`config.mk`:
```
export PLATFORM = sky130hd
export DESIGN_NAME = complex_op_packer_flat
export DESIGN_NICKNAME = d
export VERILOG_FILES = /design/src/rtl/complex_op_packer_if.sv /design/src/rtl/complex_op_packer.sv /design/src/flat_wrapper.sv
export SDC_FILE = /design/constraint.sdc
export NUM_CORES = 1
export LEC_CHECK = 0
export ABC_CLOCK_PERIOD_IN_PS = 3100
export CORE_MARGIN = 2
export CORE_UTILIZATION = 54
export DETAILED_ROUTE_END_ITERATION = 10
export GPL_TIMING_DRIVEN = 1
export PLACE_DENSITY = 0.84
export SYNTH_ARGS = -nofsm -noshare
export SYNTH_HDL_FRONTEND = slang
export SYNTH_SLANG_ARGS = --single-unit
```
`constraint.sdc`:
```
create_clock -name clk -period 3.1 [get_ports clk]
set_clock_uncertainty 0.1 [all_clocks]
set_input_delay 0.465 -clock clk [delete_from_list [all_inputs] [get_ports clk]]
set_output_delay 0.465 -clock clk [all_outputs]
set_load 0.005 [all_outputs]
```
`src/rtl/complex_op_packer_if.sv`:
```
// Handshake bundle between the word source, the operand packer and the complex multiplier.
// The master side is the packer: it consumes input words and drives packed operands.
interface complex_op_packer_if #(
    parameter int DATA_WIDTH = 8
);
    logic                    in_val;
    logic                    in_ready;
    logic [DATA_WIDTH-1:0]   in_data;
    logic                    in_sof;
    logic                    op_val;
    logic                    op_ready;
    logic [4*DATA_WIDTH-1:0] op_data;

    modport master (
        input  in_val,
        input  in_data,
        input  in_sof,
        input  op_ready,
        output in_ready,
        output op_val,
        output op_data
    );

    modport slave (
        output in_val,
        output in_data,
        output in_sof,
        output op_ready,
        input  in_ready,
        input  op_val,
        input  op_data
    );
endinterface

```
`src/rtl/complex_op_packer.sv`:
```
// Packs four serial words into one {a_re, a_im, b_re, b_im} operand for the complex multiplier,
// double-buffered so a new operand can assemble while the previous one waits on op_ready.
//
// state | meaning
// EMPTY | output register empty, assembly register not holding a complete operand
// ONE   | output register holds a valid operand, assembly register filling or idle
// FULL  | output register valid and a complete operand parked in the assembly register
module complex_op_packer #(
    parameter int DATA_WIDTH = 8,
    parameter int CNT_WIDTH  = 8
) (
    input  logic                 clk,
    input  logic                 rstn,
    input  logic                 sw_rst,
    complex_op_packer_if.master  bus,
    output logic                 frame_err,
    output logic [CNT_WIDTH-1:0] op_cnt
);

    localparam int DW  = DATA_WIDTH;
    localparam int OPW = 4 * DATA_WIDTH;

    typedef enum logic [1:0] {
        EMPTY = 2'd0,
        ONE   = 2'd1,
        FULL  = 2'd2
    } state_t;

    state_t state_q, state_d;

    logic [1:0]           idx_q, idx_d;
    logic [OPW-1:0]       asm_q, asm_d;
    logic [OPW-1:0]       op_data_q, op_data_d;
    logic                 frame_err_q, frame_err_d;
    logic [CNT_WIDTH-1:0] op_cnt_q, op_cnt_d;

    logic           op_val;
    logic           asm_full;
    logic           in_ready;
    logic           free;
    logic           accept;
    logic           resync;
    logic [1:0]     word_idx;
    logic           complete;
    logic           handshake;
    logic [OPW-1:0] asm_placed;
    logic           load_new;
    logic           load_pend;

    // Status flags are pure decodes of the state, keeping them off any combinational loop.
    assign op_val    = (state_q != EMPTY);
    assign asm_full  = (state_q == FULL);
    assign in_ready  = ~asm_full & ~sw_rst;
    assign free      = ~op_val | bus.op_ready;
    assign handshake = op_val & bus.op_ready;

    assign accept    = bus.in_val & in_ready;
    assign resync    = accept & bus.in_sof & (idx_q != 2'd0);
    assign word_idx  = resync ? 2'd0 : idx_q;
    assign complete  = accept & (word_idx == 2'd3);

    // On resync the stale partial words are cleared, not just overwritten.
    always_comb begin
        asm_placed = resync ? '0 : asm_q;
        case (word_idx)
            2'd0:    asm_placed[4*DW-1:3*DW] = bus.in_data;
            2'd1:    asm_placed[3*DW-1:2*DW] = bus.in_data;
            2'd2:    asm_placed[2*DW-1:DW]   = bus.in_data;
            default: asm_placed[DW-1:0]      = bus.in_data;
        endcase
    end

    always_ff @(posedge clk or negedge rstn) begin
        if (!rstn) begin
            state_q <= EMPTY;
        end else begin
            state_q <= state_d;
        end
    end

    always_comb begin
        state_d = state_q;
        case (state_q)
            EMPTY: begin
                if (complete) begin
                    state_d = ONE;
                end
            end
            ONE: begin
                if (complete) begin
                    state_d = free ? ONE : FULL;
                end else if (bus.op_ready) begin
                    state_d = EMPTY;
                end
            end
            FULL: begin
                if (bus.op_ready) begin
                    state_d = ONE;
                end
            end
            default: state_d = EMPTY;
        endcase
        if (sw_rst) begin
            state_d = EMPTY;
        end
    end

    always_comb begin
        load_new  = complete & free;
        load_pend = asm_full & free;
    end

    always_comb begin
        idx_d       = idx_q;
        asm_d       = asm_q;
        op_data_d   = op_data_q;
        frame_err_d = 1'b0;
        op_cnt_d    = op_cnt_q;
        if (sw_rst) begin
            idx_d     = 2'd0;
            asm_d     = '0;
            op_data_d = '0;
            op_cnt_d  = '0;
        end else begin
            if (accept) begin
                idx_d = word_idx + 2'd1;
                asm_d = asm_placed;
            end
            frame_err_d = resync;
            if (load_new) begin
                op_data_d = asm_placed;
            end else if (load_pend) begin
                op_data_d = asm_q;
            end
            if (handshake) begin
                op_cnt_d = op_cnt_q + CNT_WIDTH'(1);
            end
        end
    end

    always_ff @(posedge clk or negedge rstn) begin
        if (!rstn) begin
            idx_q       <= 2'd0;
            asm_q       <= '0;
            op_data_q   <= '0;
            frame_err_q <= 1'b0;
            op_cnt_q    <= '0;
        end else begin
            idx_q       <= idx_d;
            asm_q       <= asm_d;
            op_data_q   <= op_data_d;
            frame_err_q <= frame_err_d;
            op_cnt_q    <= op_cnt_d;
        end
    end

    assign bus.in_ready = in_ready;
    assign bus.op_val   = op_val;
    assign bus.op_data  = op_data_q;
    assign frame_err    = frame_err_q;
    assign op_cnt       = op_cnt_q;

endmodule

```
`src/flat_wrapper.sv`:
```
// flat-port wrapper written by rule: the top's interface ports become plain ports
module complex_op_packer_flat 
#(
    parameter int DATA_WIDTH = 8,
    parameter int CNT_WIDTH  = 8
)
  (clk, rstn, sw_rst, frame_err, op_cnt, bus_in_val, bus_in_data, bus_in_sof, bus_op_ready, bus_in_ready, bus_op_val, bus_op_data);
  complex_op_packer_if #(.DATA_WIDTH(DATA_WIDTH)) bus_i ();
  input  logic clk;
  input  logic rstn;
  input  logic sw_rst;
  output logic frame_err;
  output logic [CNT_WIDTH-1:0] op_cnt;
  input wire logic [$bits(bus_i.in_val)-1:0] bus_in_val;
  input wire logic [$bits(bus_i.in_data)-1:0] bus_in_data;
  input wire logic [$bits(bus_i.in_sof)-1:0] bus_in_sof;
  input wire logic [$bits(bus_i.op_ready)-1:0] bus_op_ready;
  output wire logic [$bits(bus_i.in_ready)-1:0] bus_in_ready;
  output wire logic [$bits(bus_i.op_val)-1:0] bus_op_val;
  output wire logic [$bits(bus_i.op_data)-1:0] bus_op_data;
  assign bus_i.in_val = bus_in_val;
  assign bus_i.in_data = bus_in_data;
  assign bus_i.in_sof = bus_in_sof;
  assign bus_i.op_ready = bus_op_ready;
  assign bus_in_ready = bus_i.in_ready;
  assign bus_op_val = bus_i.op_val;
  assign bus_op_data = bus_i.op_data;
  complex_op_packer #(.DATA_WIDTH(DATA_WIDTH), .CNT_WIDTH(CNT_WIDTH)) u_core (.clk(clk), .rstn(rstn), .sw_rst(sw_rst), .bus(bus_i), .frame_err(frame_err), .op_cnt(op_cnt));
endmodule
```
* Yosys cells after proc, flatten, opt, wreduce, memory -nomap -nowiden
Index checks and enable logic that the tools add are counted.
** Storage, ports and cells
- Register bits after elaboration :: 77
- Logic and storage cells :: 60
- Bits of input ports :: 14
** Cells by class
- $add $sub $neg :: 2
- Equal/unequal tests :: 8
- Multiplexer cells :: 23
- Reductions and logical operators :: 9
- Bitwise gates (word level) :: 12
** Operator list (count)
- $mux 32 :: 6
- $mux 8 :: 6
- $mux 2 :: 9
- $add 8x1->8 const B :: 1
- $and 1x1->1 :: 8
- $reduce_bool 2->1 :: 4
- $eq 2x2->1 const B :: 3
- $pmux 2 s3 :: 1
- $eq 2x1->1 const B :: 2
- $logic_not 2->1 :: 2
- $ne 4x3->1 const B :: 1
- $ne 3x2->1 const B :: 1
- $ne 3x3->1 const B :: 1
- $not 1->1 :: 3
- $reduce_and 3->1 :: 1
- $reduce_bool 3->1 :: 1
- $reduce_or 3->1 :: 1
- $add 2x1->2 const B :: 1
- $mux 1 :: 1
- $or 1x1->1 :: 1

* Logic depth before layout (Yosys ltp)
Gate-level depths: netlist of the first run.
- Word-level depth :: 12
- Depth in mapped cells :: 12
- Gate-level depth less buffers :: 9

* Least setup slack after synthesis of the first run
Ideal clock, no wire load.
- Kind :: input port to flip-flop
- Start point :: input port sw_rst
- End point :: register u_core.op_data_q[10] (netlist: u_core.bus.op_data[10])
- Stages on the path :: 10
- Setup time :: 142 ps
- Path slack :: 485 ps
- Data required time :: 2858 ps
- Data arrival time :: 2372 ps
- Cells stage by stage :: and2b_1 and2_1 buf_6 a21oi_1 ha_1 nand3b_1 a21o_1 nand3b_1 clkbuf_1 o221ai_1
** On the way
- Longest elaborated chain between the ends :: 11
- Elaborated cells between the ends (all ways) :: 15
** RTL lines
- start: declaration :: line flat_wrapper.sv:11 : input logic sw_rst;
- $not 1->1 :: line complex_op_packer.sv:53 : assign in_ready = ~asm_full & ~sw_rst;
- $and 1x1->1 :: line complex_op_packer.sv:53
- $and 1x1->1 :: line complex_op_packer.sv:57 : assign accept = bus.in_val & in_ready;
- $and 1x1->1 (2 in a row) :: line complex_op_packer.sv:58 : assign resync = accept & bus.in_sof & (idx_q != 2'd0);
- $mux 2 :: line complex_op_packer.sv:59 : assign word_idx = resync ? 2'd0 : idx_q;
- $eq 2x2->1 :: line complex_op_packer.sv:60 : assign complete = accept & (word_idx == 2'd3);
- $and 1x1->1 :: line complex_op_packer.sv:60
- $and 1x1->1 :: line complex_op_packer.sv:109 : load_new = complete & free;
- $mux 32 :: line complex_op_packer.sv:130 : if (load_new) begin
- $mux 32 :: line complex_op_packer.sv:119 : if (sw_rst) begin
- end signal: assignment :: line complex_op_packer.sv:151 : op_data_q <= op_data_d;
- end: declaration :: line complex_op_packer.sv:33 : logic [OPW-1:0] op_data_q, op_data_d;
Parallel ways exist; a longest one is shown, timed or not.
A chain may end at the register's enable or synchronous reset.

* Final worst setup path of the first run
- Start point :: input port sw_rst
- End point :: register u_core.op_data_q[13] (netlist: u_core.bus.op_data[13])
The elaborated chain is that of the path after synthesis.

==> reports/metrics.csv, run 1 <==
stage,metric,value,unit
cells_and_area,n_diodes,0,
drt,DRT antenna net count,0,
drt,DRC,0,
worst_setup_path,Worst R2R Path Depth,10,
die,starting density of the core,55.1,%
worst_setup_path,"Max FO, Critical Path",14,
clock_network,setup bufs post-CTS,0,
worst_setup_path,"Critical Path, Cell by Cell",clkdlybuf4s50_1 > and2b_1 > and2_1 > nand2_1 > and2_1 > ha_1 > nand3b_1 > a21oi_4 > buf_4 > nand3_1 > o221ai_1,
clock_network,"Reg clk slew, reported paths",80,ps
drt,TritonRoute pass-1 iters,4,
worst_setup_path,CP max stage cell,clkdlybuf4s50_1,
grt,vias in the first global route,2720,
place,RD Place Congestion,0.786,
die,die area,7540,um^2
drt,DR WL/cell,16.9,um
cells_and_area,layout cell share with drive strength beyond 1,10.3,%
die,core area,6720,um^2
power_and_ir_drop,Static Leakage,0.00189,uW
grt,initial antenna violation count,0,
clock_network,TritonCTS clock tree,done,
clock_network,CTS root buf,clkbuf_8,
cells_and_area,final instance area,4530,um^2
min_path,HP Class,input port to asynchronous set/reset pin,
logic_synthesis,synthesized net count,371,
grt,GR Util All Layers,23.4,%
clock_network,Num Clock Sinks,77,
worst_setup_path,"setup slack, reg-to-reg",540,ps
sta,Slew HR,36.2,%
logic_synthesis,#FFs+latches synth,77,
power_and_ir_drop,pwr dens,436,nW/um^2
sta,Final setup viols,0,
clock_network,deepest clock path buffer count,2,
worst_setup_path,Worst R2R End,u_core.bus.op_data[13],
clock_network,post-cts hold buffer count,0,
die,die width,86.8,um
worst_setup_path,largest delay contributor family on the critical path,simple AND/OR/NAND/NOR gates,
worst_setup_path,"most used cell, CP",and2_1,
sta,RSZ-0062 raised after global routing,false,
worst_setup_path,crit-path max cell delay,470,ps
worst_setup_path,Worst Setup Path Type,input port to flop,
worst_setup_path,crit start category,input port,
grt,GRT Residual Overflow,0,
die,Die Y,86.8,um
sta,crit share post-route,87.0,%
drt,total wire length,8.28,mm
logic_synthesis,synth unique cells,37,
place,post-DP HPWL,5.48,mm
grt,largest net degree at the start of global routing,78,
logic_synthesis,Syn Area/Cell,10.6,um^2
logic_synthesis,Yosys top cell area share,52.0,%
clock_network,Num CTS Buffers,9,
sta,setup TNS,0,ps
worst_setup_path,WP buf/inv,2,
status,outcome,"finished, final reports clean",
power_and_ir_drop,Max VDD drop,0.234,mV
logic_synthesis,leading area contributor after synthesis,dfrtp_1,
drt,via count,2922,
run,maximum capacitance violations,0,
sta,Final min period,2700,ps
clock_network,number of H-tree levels,3,
cells_and_area,Nets,425,
cells_and_area,Area Overhead vs Synth,22.3,%
sta,f_max,0.371,GHz
die,IO Pins,57,
sta,final hold vios,0,
cells_and_area,Fill cells,494,
worst_setup_path,Critical Path RT,3260,ps
clock_network,worst skew pair latency,340,ps
drt,routed vias/inst,5.98,
worst_setup_path,Crit path arrival time,2850,ps
logic_synthesis,Yosys Warn Count,0,
logic_synthesis,Netlist Area Pre-Place,3700,um^2
drt,DR iter-0 viols,174,
logic_synthesis,Syn Inst Count,351,
logic_synthesis,top post-synthesis cells by area,"dfrtp_1, a22o_1, o221ai_1",
sta,worst slew pin tran,956,ps
grt,first-pass GRT wire length,13.7,mm
place,port bufs,56,
logic_synthesis,part of the Yosys area used for sequential elements,52.0,%
worst_setup_path,worst r2r src,u_core.state_q[0],
worst_setup_path,Worst setup EP type,flop,
die,Core Rows,30,
sta,final slew viol count,0,
clock_network,# resized after CTS,0,
place,placed cell area,4350,um^2
## layer usage
| metal | global-route usage [%] | wire length, um | up-vias | share of wire, % |
|---|---|---|---|---|
| met5 | 0 | 0 | - | 0 |
| met4 | 6.68 | 107 | 0 | 1.3 |
| met3 | 5.33 | 486 | 12 | 5.9 |
| met2 | 36.3 | 4000 | 109 | 48 |
| met1 | 33.2 | 3690 | 1467 | 45 |
| li1 | - | - | 1334 | - |
## through the flow
stage | util (%) | setup WS, ps | cells | hold slack (ps) | power, uW
finish | 67.4 | 402 | 489 | 143 | 1980
global route | 67.4 | 228 | 489 | 259 | 2040
CTS | 67.4 | 416 | 489 | 205 | 1980
detailed placement | 64.7 | 55.8 | 474 | 382 | 1270
global placement | 64.7 | 191 | 474 | 382 | 1260
floorplan | - | 485 | 351 | 69.4 | 1180
## final cells by class
type                            count  area, um^2  share of cell area, %
Clock buffer                       10         128                   2.82
Clock inverter                      5        52.6                   1.16
Inverter                           72         270                   5.97
Multi-Input combinational cell    175        1380                   30.4
Sequential cell                    77        1930                   42.5
Tap cell                           80         100                   2.21
Timing Repair Buffer               70         676                   14.9
## cell usage in the layout, fill, tap and decap left out, types with 6 or more instances in the layout
cell,netlist,layout
a22o_1,32,32
buf_4,3,14
clkbuf_8,0,9
clkdlybuf4s50_1,0,55
dfrtp_1,77,77
ha_1,6,6
inv_1,72,72
nand2_1,9,9
nand3_1,36,36
nor2_1,7,7
o21ai_0,6,6
o221ai_1,32,32
## power breakdown
part | total (uW) | switching (uW) | internal, uW
sequential | 1040 | 14.8 | 1030
clock | 724 | 360 | 364
combinational | 211 | 131 | 79.6
total | 1980 | 506 | 1470
## cells by family (layout without fill, tap and decap cells)
logic type               count (synthesis)  in the layout  synth area share, %
XOR/XNOR                                 5              5                 1.18
adder cells (fa/ha/maj)                  6              6                 2.03
AND/OR/NAND/NOR                         75             75                 11.4
AO/OA/AOI/OAI                           89             89                 22.6
flip-flops                              77             77                 52.0
buffers and inverters                   99            157                 10.8
## cell usage after synthesis, drive strengths merged
master and count:
nor2 7, or3 2, nor2b 1, nor3b 1, and2 2, a22o 32, inv 72, and2b 1
a211oi 1, or2 1, nand4b 1, nand3 37, a21oi 6, xnor2 4, nand2 9, o21ai 6
nand2b 2, a21o 2, o31ai 1, nand3b 5, a31oi 4, o221ai 32, o22ai 4, clkbuf 8
o2111ai 1, ha 6, buf 19, nor3 2, and3 4, dfrtp 77, xor2 1
## how the worst max path moves through the flow
stage	startpoint	to	slack (ps)	cells past startpoint
3_3_place_gp	sw_rst	u_core.bus.op_data[21]	190	11
6_report	sw_rst	u_core.bus.op_data[13]	400	11
5_1_grt	sw_rst	u_core.bus.op_data[20]	230	11
2_1_floorplan	sw_rst	u_core.bus.op_data[10]	490	10
3_5_place_dp	sw_rst	u_core.bus.op_data[13]	60	11
4_1_cts	sw_rst	u_core.bus.op_data[13]	420	11
## flip-flops by register name, summed over array words and instances, names as in the netlist
register            cells
u_core.asm_q           32
u_core.bus.op_data     32
u_core.frame_err        1
u_core.idx_q            2
u_core.op_cnt           8
u_core.state_q          2
(Power assumes the default switching activity.)
==> run 2, diff against run 1 <==
--- a/config.mk
+++ b/config.mk
@@ -6,7 +6,7 @@
 export NUM_CORES = 1
 export LEC_CHECK = 0
 export ABC_CLOCK_PERIOD_IN_PS = 3100
-export CORE_MARGIN = 2
+export CORE_MARGIN = 4
 export CORE_UTILIZATION = 54
 export DETAILED_ROUTE_END_ITERATION = 10
 export GPL_TIMING_DRIVEN = 1
==> reports/metrics.csv, run 2 (synthesis gave the netlist of run 1 again) <==
stage,metric,value,unit,change
status,outcome,"finished, final reports clean",,
power_and_ir_drop,Max VDD drop,0.306,mV,+31%
sta,WHS,153,ps,+9.80 ps
worst_setup_path,crit-path max cell delay,580,ps,+110 ps
cells_and_area,layout cell share with drive strength beyond 1,10.0,%,-0.22 points
power_and_ir_drop,pwr dens,455,nW/um^2,+4.2%
worst_setup_path,"most used cell, CP",and2_1,,
drt,TritonRoute pass-1 iters,5,,+1
worst_setup_path,CP max stage cell,clkdlybuf4s50_1,,
power_and_ir_drop,Static Leakage,0.00190,uW,+0.57%
min_path,HP Class,input port to asynchronous set/reset pin,,
run,maximum capacitance violations,0,,unchanged
sta,final slew viol count,0,,unchanged
worst_setup_path,"Max FO, Critical Path",24,,+10
clock_network,setup bufs post-CTS,0,,unchanged
drt,DR WL/cell,17.2,um,+1.8%
sta,f_max,0.373,GHz,+0.67%
clock_network,Num Clock Sinks,77,,unchanged
worst_setup_path,"Critical Path, Cell by Cell",clkdlybuf4s50_1 > and2b_1 > and2_1 > nand2_1 > and2_1 > ha_1 > nand3b_1 > a21oi_4 > buf_12 > a31oi_4 > o221ai_1,,
die,die area,8250,um^2,+9.4%
sta,Slew HR,36.9,%,+0.67 points
clock_network,post-cts hold buffer count,0,,unchanged
grt,GRT Residual Overflow,0,,unchanged
clock_network,number of H-tree levels,3,,unchanged
worst_setup_path,Worst Setup Path Type,input port to flop,,
grt,first-pass GRT wire length,14.2,mm,+4.0%
clock_network,deepest clock path buffer count,2,,unchanged
clock_network,# resized after CTS,0,,unchanged
cells_and_area,Area Overhead vs Synth,23.1,%,
worst_setup_path,Critical Path RT,3190,ps,-70 ps
cells_and_area,n_diodes,0,,unchanged
clock_network,TritonCTS clock tree,done,,
sta,Final setup viols,0,,unchanged
sta,worst slew pin tran,946,ps,-9.99 ps
grt,largest net degree at the start of global routing,78,,unchanged
sta,RSZ-0062 raised after global routing,false,,
cells_and_area,Nets,423,,-0.47%
grt,GR Util All Layers,21.8,%,-1.6 points
die,starting density of the core,57.0,%,+1.9 points
cells_and_area,"commonest non-fill, non-tap cell in the layout",dfrtp_1,,
worst_setup_path,Worst R2R Path Depth,10,,unchanged
die,core area,6490,um^2,-3.3%
sta,crit share post-route,86.4,%,-0.58 points
worst_setup_path,Worst setup EP type,flop,,
sta,Final min period,2680,ps,-18.0 ps
sta,final hold vios,0,,unchanged
place,RD Place Congestion,0.800,,+1.7%
drt,via count,2862,,-2.1%
die,Die Y,90.8,um,+4.6%
grt,initial antenna violation count,0,,unchanged
cells_and_area,most frequent cells in the layout,"dfrtp_1, inv_1, clkdlybuf4s50_1",,
clock_network,"Reg clk slew, reported paths",70,ps,about the same
grt,vias in the first global route,2839,,+4.4%
drt,DRC,0,,unchanged
place,post-DP HPWL,5.41,mm,-1.3%
place,port bufs,56,,unchanged
drt,routed vias/inst,5.90,,-1.2%
clock_network,worst skew pair latency,350,ps,about the same
worst_setup_path,crit start category,input port,,
clock_network,Num CTS Buffers,9,,unchanged
drt,DRT antenna net count,0,,unchanged
drt,total wire length,8.36,mm,+0.98%
clock_network,CTS root buf,clkbuf_8,,
die,IO Pins,57,,unchanged
die,Core Rows,29,,-3.3%
drt,DR iter-0 viols,211,,+21%
worst_setup_path,Crit path arrival time,2770,ps,-80 ps
die,die width,90.8,um,+4.6%
sta,setup TNS,0,ps,unchanged
run 2: power breakdown:
group / switching [uW] / leakage, uW / total [uW] / internal, uW
Clock: 369 / 0.000110 / 822 / 454
Combinational: 129 / 0.000721 / 209 / 79.3
Sequential: 14.7 / 0.00107 / 1040 / 1030
Total: 513 / 0.00190 / 2070 / 1560
run 2: critical path, delay by kind of cell:
kind	cells	cell delay, ps
AO/OA/AOI/OAI	3	580
adder cells (fa/ha/maj)	1	250
buffers and inverters	2	740
AND/OR/NAND/NOR	5	730
run 2: metrics by stage:
stage	util (%)	cell area, um^2	cells	setup slack (ps)	total power [uW]
final	70.2	4560	485	420	2070
after global routing	70.2	4560	485	243	2150
after CTS	70.2	4560	485	446	2080
after detailed placement	66.9	4340	469	126	1270
after global placement	66.9	4340	469	205	1260
after floorplan	-	3700	351	485	1180
run 2: path summary, 6_finish.rpt:
kind | start | end | slack, ps
worst max-delay path | bus_in_val | u_core.bus.op_data[7] | 420
worst min-delay path | rstn | u_core.bus.op_data[1] | 150
max in group asynchronous | rstn | u_core.asm_q[31] | 2130
worst max register to register | u_core.state_q[0] | u_core.bus.op_data[7] | 630
min in group clk | u_core.asm_q[5] | u_core.asm_q[5] | 400
worst min register to register | u_core.asm_q[5] | u_core.asm_q[5] | 400
run 2: cell type report:
class | count | area, um^2
repair buffers | 68 | 673
inverters | 72 | 270
flip-flops and latches | 77 | 1930
clock buffers | 10 | 128
well taps | 77 | 96.3
fillers | 475 | 1940
clock inverters | 6 | 87.6
multi-input cells | 175 | 1380
run 2: layer usage:
metal / up-vias / part of all wire [%] / routed length [um] / GRT usage [%]
met5: - / 0 / 0 / 0
met4: 0 / 2.2 / 186 / 8.29
met3: 25 / 5.2 / 438 / 4.33
met2: 105 / 49 / 4090 / 34.8
met1: 1402 / 44 / 3640 / 29.4
li1: 1330 / - / - / -
